--- config.mk ---
export PLATFORM = sky130hd
export DESIGN_NAME = fpu_thread_sched_n_flat
export DESIGN_NICKNAME = d
export VERILOG_FILES = /design/src/rtl/fpu_thread_sched_n_if.sv /design/src/rtl/fpu_thread_sched_n.sv /design/src/flat_wrapper.sv
export SDC_FILE = /design/constraint.sdc
export NUM_CORES = 1
export LEC_CHECK = 0
export BUFFER_PORTS_ARGS = -buffer_cell sky130_fd_sc_hd__clkbuf_2
export CAP_MARGIN = 25
export CORE_ASPECT_RATIO = 0.75
export CORE_MARGIN = 3
export CORE_UTILIZATION = 30
export DETAILED_ROUTE_END_ITERATION = 10
export GPL_TIMING_DRIVEN = 0
export PLACE_DENSITY = 0.7
export REMOVE_ABC_BUFFERS = 1
export SLEW_MARGIN = 20
export SYNTH_ARGS = -nofsm -noshare
export SYNTH_HDL_FRONTEND = slang
export SYNTH_SLANG_ARGS = --single-unit
--- constraint.sdc ---
create_clock -name clk -period 1.35 [get_ports clk]
set_clock_uncertainty 0.1 [all_clocks]
set_input_delay 0 -clock clk [delete_from_list [all_inputs] [get_ports clk]]
set_output_delay 0 -clock clk [all_outputs]
set_load 0.02 [all_outputs]
--- src/rtl/fpu_thread_sched_n_if.sv ---
// Scheduler <-> IU/FPU signal bundle: thread requests and stalls, FPU stage write enables in;
// issue grant, per-stage thread tags and per-thread demuxed enables/stalls out.
interface fpu_thread_sched_n_if #(
    parameter int NT = 4
);
    localparam int TW = (NT > 1) ? $clog2(NT) : 1;

    logic          en;
    logic [NT-1:0] fasmds;
    logic [NT-1:0] st;
    logic          stall_div_sqrt;
    logic          e1w;
    logic          e2w;
    logic          e3w;
    logic          ww;

    logic [NT-1:0] gnt;
    logic          gnt_v;
    logic [TW-1:0] dt;
    logic [TW-1:0] e1t;
    logic [TW-1:0] e2t;
    logic [TW-1:0] e3t;
    logic [TW-1:0] wt;
    logic [NT-1:0] e1w_t;
    logic [NT-1:0] e2w_t;
    logic [NT-1:0] e3w_t;
    logic [NT-1:0] ww_t;
    logic [NT-1:0] stall_t;

    modport master (
        output en, fasmds, st, stall_div_sqrt, e1w, e2w, e3w, ww,
        input  gnt, gnt_v, dt, e1t, e2t, e3t, wt,
        input  e1w_t, e2w_t, e3w_t, ww_t, stall_t
    );

    modport slave (
        input  en, fasmds, st, stall_div_sqrt, e1w, e2w, e3w, ww,
        output gnt, gnt_v, dt, e1t, e2t, e3t, wt,
        output e1w_t, e2w_t, e3w_t, ww_t, stall_t
    );
endinterface

--- src/rtl/fpu_thread_sched_n.sv ---
// Shared-FPU issue scheduler for NT threads: round-robin grant (FPU_SCHED_FIXED_PRIO_EN selects fixed priority),
// latency: grant zero-cycle, tag reaches E1/E2/E3/WB 1/2/3/4 advancing cycles later;
// backpressure: en=0 freezes the tag pipe and blocks grants, stalled (st) threads are skipped.
module fpu_thread_sched_n #(
    parameter int NT = 4
) (
    input logic                 clk,
    input logic                 rst_n,
    fpu_thread_sched_n_if.slave sif
);
    localparam int TW = (NT > 1) ? $clog2(NT) : 1;

    logic [NT-1:0] elig;
    logic          found;
    logic [TW-1:0] win;

    logic [TW-1:0] e1t_q, e2t_q, e3t_q, wt_q;
    logic          e1v_q, e2v_q, e3v_q, wv_q;

    logic [NT-1:0] e1w_t, e2w_t, e3w_t, ww_t, stall_t;

    assign elig = sif.en ? (sif.fasmds & ~sif.st) : '0;

`ifdef FPU_SCHED_FIXED_PRIO_EN
    always_comb begin
        found = 1'b0;
        win   = '0;
        for (int k = 0; k < NT; k++) begin
            if (!found && elig[TW'(k)]) begin
                found = 1'b1;
                win   = TW'(k);
            end
        end
    end
`else
    logic [TW-1:0] rr_ptr_q, rr_ptr_d;
    int            cand;

    // Search starts at rr_ptr and wraps, so the last winner becomes lowest priority.
    always_comb begin
        found = 1'b0;
        win   = '0;
        cand  = 0;
        for (int k = 0; k < NT; k++) begin
            cand = int'(rr_ptr_q) + k;
            if (cand >= NT) begin
                cand = cand - NT;
            end
            if (!found && elig[TW'(cand)]) begin
                found = 1'b1;
                win   = TW'(cand);
            end
        end
    end

    always_comb begin
        rr_ptr_d = rr_ptr_q;
        if (sif.gnt_v) begin
            rr_ptr_d = (win == TW'(NT - 1)) ? '0 : win + TW'(1);
        end
    end

    always_ff @(posedge clk or negedge rst_n) begin
        if (!rst_n) begin
            rr_ptr_q <= '0;
        end else begin
            rr_ptr_q <= rr_ptr_d;
        end
    end
`endif

    assign sif.gnt_v = found & rst_n;
    assign sif.gnt   = sif.gnt_v ? (NT'(1) << win) : '0;
    assign sif.dt    = sif.gnt_v ? win : '0;

    // Tags ride alongside the FPU pipe and freeze with it.
    always_ff @(posedge clk or negedge rst_n) begin
        if (!rst_n) begin
            e1t_q <= '0;
            e2t_q <= '0;
            e3t_q <= '0;
            wt_q  <= '0;
            e1v_q <= 1'b0;
            e2v_q <= 1'b0;
            e3v_q <= 1'b0;
            wv_q  <= 1'b0;
        end else if (sif.en) begin
            e1t_q <= sif.dt;
            e1v_q <= sif.gnt_v;
            e2t_q <= e1t_q;
            e2v_q <= e1v_q;
            e3t_q <= e2t_q;
            e3v_q <= e2v_q;
            wt_q  <= e3t_q;
            wv_q  <= e3v_q;
        end
    end

    always_comb begin
        e1w_t   = '0;
        e2w_t   = '0;
        e3w_t   = '0;
        ww_t    = '0;
        stall_t = '0;
        for (int i = 0; i < NT; i++) begin
            e1w_t[i] = sif.e1w & e1v_q & (e1t_q == TW'(i));
            e2w_t[i] = sif.e2w & e2v_q & (e2t_q == TW'(i));
            e3w_t[i] = sif.e3w & e3v_q & (e3t_q == TW'(i));
            ww_t[i]  = sif.ww  & wv_q  & (wt_q  == TW'(i));
            // Only threads with an FP op waiting or still ahead of WB are held by div/sqrt.
            stall_t[i] = sif.stall_div_sqrt &
                         (sif.fasmds[i] |
                          (e1v_q & (e1t_q == TW'(i))) |
                          (e2v_q & (e2t_q == TW'(i))) |
                          (e3v_q & (e3t_q == TW'(i))));
        end
    end

    assign sif.e1t     = e1t_q;
    assign sif.e2t     = e2t_q;
    assign sif.e3t     = e3t_q;
    assign sif.wt      = wt_q;
    assign sif.e1w_t   = e1w_t;
    assign sif.e2w_t   = e2w_t;
    assign sif.e3w_t   = e3w_t;
    assign sif.ww_t    = ww_t;
    assign sif.stall_t = stall_t;
endmodule
--- src/flat_wrapper.sv ---
// flat-port wrapper written by rule: the top's interface ports become plain ports
module fpu_thread_sched_n_flat 
#(
    parameter int NT = 4
)
  (clk, rst_n, sif_en, sif_fasmds, sif_st, sif_stall_div_sqrt, sif_e1w, sif_e2w, sif_e3w, sif_ww, sif_gnt, sif_gnt_v, sif_dt, sif_e1t, sif_e2t, sif_e3t, sif_wt, sif_e1w_t, sif_e2w_t, sif_e3w_t, sif_ww_t, sif_stall_t);
  fpu_thread_sched_n_if #(.NT(NT)) sif_i ();
  input logic clk;
  input logic rst_n;
  input wire logic [$bits(sif_i.en)-1:0] sif_en;
  input wire logic [$bits(sif_i.fasmds)-1:0] sif_fasmds;
  input wire logic [$bits(sif_i.st)-1:0] sif_st;
  input wire logic [$bits(sif_i.stall_div_sqrt)-1:0] sif_stall_div_sqrt;
  input wire logic [$bits(sif_i.e1w)-1:0] sif_e1w;
  input wire logic [$bits(sif_i.e2w)-1:0] sif_e2w;
  input wire logic [$bits(sif_i.e3w)-1:0] sif_e3w;
  input wire logic [$bits(sif_i.ww)-1:0] sif_ww;
  output wire logic [$bits(sif_i.gnt)-1:0] sif_gnt;
  output wire logic [$bits(sif_i.gnt_v)-1:0] sif_gnt_v;
  output wire logic [$bits(sif_i.dt)-1:0] sif_dt;
  output wire logic [$bits(sif_i.e1t)-1:0] sif_e1t;
  output wire logic [$bits(sif_i.e2t)-1:0] sif_e2t;
  output wire logic [$bits(sif_i.e3t)-1:0] sif_e3t;
  output wire logic [$bits(sif_i.wt)-1:0] sif_wt;
  output wire logic [$bits(sif_i.e1w_t)-1:0] sif_e1w_t;
  output wire logic [$bits(sif_i.e2w_t)-1:0] sif_e2w_t;
  output wire logic [$bits(sif_i.e3w_t)-1:0] sif_e3w_t;
  output wire logic [$bits(sif_i.ww_t)-1:0] sif_ww_t;
  output wire logic [$bits(sif_i.stall_t)-1:0] sif_stall_t;
  assign sif_i.en = sif_en;
  assign sif_i.fasmds = sif_fasmds;
  assign sif_i.st = sif_st;
  assign sif_i.stall_div_sqrt = sif_stall_div_sqrt;
  assign sif_i.e1w = sif_e1w;
  assign sif_i.e2w = sif_e2w;
  assign sif_i.e3w = sif_e3w;
  assign sif_i.ww = sif_ww;
  assign sif_gnt = sif_i.gnt;
  assign sif_gnt_v = sif_i.gnt_v;
  assign sif_dt = sif_i.dt;
  assign sif_e1t = sif_i.e1t;
  assign sif_e2t = sif_i.e2t;
  assign sif_e3t = sif_i.e3t;
  assign sif_wt = sif_i.wt;
  assign sif_e1w_t = sif_i.e1w_t;
  assign sif_e2w_t = sif_i.e2w_t;
  assign sif_e3w_t = sif_i.e3w_t;
  assign sif_ww_t = sif_i.ww_t;
  assign sif_stall_t = sif_i.stall_t;
  fpu_thread_sched_n #(.NT(NT)) u_core (.clk(clk), .rst_n(rst_n), .sif(sif_i));
endmodule
==> impl_metrics.toml <==
[status]
status = "complete, but fails checks"
violations = "negative setup slack"

[final_layout]
multiInputGateArea_sq_um = 678
antenna_cells = 0
final_layout_size_suffix_gt1_frac = 0.656
ff_latch_area_sq_um = 363
post-route-util = 0.541
area_delta_synth_final_pct = 65.7
nets = 200
n_fill_cell = 268

[critical_path]
end_kind = "output pin"
reg2regPathDepth = 6
regToRegSetupSlack_ps = -370
worstReg2RegStart = "u_core.rr_ptr_q[0]"
r2r_end = "u_core.rr_ptr_q[1]"
path_max_fanout = 5
worstSetupPathType = "flip-flop to output pin"
cp-endpoint = "sif_gnt[0]"
cp_data_arrival_time_ps = 1690
crit_start = "u_core.rr_ptr_q[1]"
required_ps = 1250
start_kind = "flip-flop"

[floorplan]
core_area_sq_um = 3040
fp-row-count = 17
dieArea_sq_um = 4050
io_pins = 51
initial_core_util = 0.327
die_h_microns = 55.8
die_w_microns = 72.5

[timing]
clock.fmax_mhz = 557
relSlewSlack = 0.556
fin_setup_tns_ps = -3750
slew_violations = 0
fin_ws_ps = -444
fin_crit_ps = 1790
tightest_slew_ps = 664
setup_viol = 13
hold_viol = 0
layout_worst_path_cycle_share = 1.33
rsz0062_at_grt = "true"

[drt]
vias = 1130
drt_iter0_markers = 79
routed_wirelength_microns = 3370
ant_nets = 0
via_per_inst = 5.11
drt-pass1-iter-count = 4
wire_per_inst_microns = 15.3
drc = 0

[synth]
ys_top_cells_by_count = "dfrtp_1, inv_1, nor3_1"
synth_flop_cell = "dfrtp_1"
synth.avg_cell_area_sq_um = 8.71
yosysWarnings = 0
ys_seq_area_frac = 0.353
synth.most_common_cell = "dfrtp_1"
netlist.area_leader.share = 0.353
synth_area_leaders = "dfrtp_1, mux2_2, nor3_1, inv_1, a31oi_1"
synth_top_area_cell = "dfrtp_1"
synth-edff-count = 0
netlist_instances = 114
synth_seq_cells = 14
synth.distinct_cells = 38
async_flop_share = 1.00
syn_area_sq_um = 993

[cts]
htree_num_levels = 1
clk_pin_slew_ps = 60
cts_sinks = 14
cts_made_buffers = 3
clk_latency_ps = 250
cts_tree = "built"
root_buffer = "clkbuf_8"
clockBufferDepth = 2

[grt]
antenna_found_initial = 0
grt_overflow = 0
grt_max_degree = 21
grt_pass1_vias = 1062
grt_pass1_wl_microns = 5090
track_usage = 0.156

[power]
power_density_nw_per_um2 = 900
vdd_ir_drop_max_mv = 0.453
p_leak_nw = 0.784
finalPower_w = 0.00148

[placement]
gp_congestion = 0.816
dp_hpwl_microns = 2150
port_buffers = 50

[min_path]
hp-class = "primary input to flip-flop"

[flow_run]
drv_cap = 0
-- critical path, cell delays in order (launching register included) --
cell       delay (ps)
dfrtp_2           430
and3b_1           200
o211ai_2          210
o2111ai_4         190
and3_2            270
clkbuf_2          150
-- cell families after synthesis --
kind of cell	Yosys count	synth area share
buffers and inverters	15	0.0579
AO/OA/AOI/OAI	23	0.198
flip-flops	14	0.353
AND/OR/NAND/NOR	55	0.314
multiplexers	7	0.0781
-- worst min path at each step --
stage,from,to,slack (ps),cells after the start
after floorplan,rst_n,u_core.e1v_q,-400,0
after global placement,rst_n,u_core.sif.e3t[0],-160,1
after detailed placement,rst_n,u_core.sif.e3t[0],-150,1
after CTS,rst_n,u_core.e1v_q,50,3
after global routing,rst_n,u_core.e1v_q,60,3
final,rst_n,u_core.e1v_q,50,3
-- placed cells by master (no fill, tap or decap), types with 4 or more instances in the layout --
master	count
clkbuf_2	34
nand2b_1	4
mux2_2	6
nor2_1	8
a31oi_1	4
o21ai_0	5
nand3_1	5
nor3_1	6
clkbuf_8	4
inv_2	5
buf_6	5
dfrtp_1	4
inv_1	6
dfrtp_2	10
nor3_2	5
nand2_1	6
buf_4	24
-- layer usage --
layer  global-route usage  part of all wire  vias up
li1                     -                 -      553
met1                0.223              0.47      538
met2                0.240              0.47       36
met3               0.0361             0.056        3
met4               0.0263            0.0030        0
met5                    0                 0        -
-- state kept, by name (all words and copies together), names as in the netlist --
register,cells
u_core.sif.e1t,2
u_core.e2v_q,1
u_core.rr_ptr_q,2
u_core.sif.e3t,2
u_core.e3v_q,1
u_core.wv_q,1
u_core.e1v_q,1
u_core.sif.wt,2
u_core.sif.e2t,2
-- layout make-up --
type / instances / share of cell area
inverter: 11 / 0.0251
sequential: 14 / 0.220
timing repair buffer: 69 / 0.280
tap: 38 / 0.0289
multi-input combinational: 85 / 0.412
clock buffer: 4 / 0.0334
-- power by group --
group | internal (W) | switching (W)
Sequential | 0.000474 | 0.0000769
Combinational | 0.000238 | 0.000280
Clock | 0.000259 | 0.000155
Total | 0.000971 | 0.000512
-- what timing repair did --
item                                   4_1_cts  5_1_grt
setup buffers                               13        5
gates cloned                                 0        0
hold buffers                                 1        0
pin swaps                                   11       13
endpoints found under the hold margin       14        0
setup endpoints to repair                   17       20
gates resized for setup                     26       42
-- through the flow --
stage	std cells	worst slack [ps]	instance area, sq um	hold slack [ps]
5_1_grt	221	-552	1650	60.5
6_report	221	-444	1650	50.8
4_1_cts	216	-468	1510	51.6
2_1_floorplan	110	-224	977	-396
3_5_place_dp	198	-308	1270	-149
3_3_place_gp	198	-310	1270	-157
(Power assumes the default switching activity.)
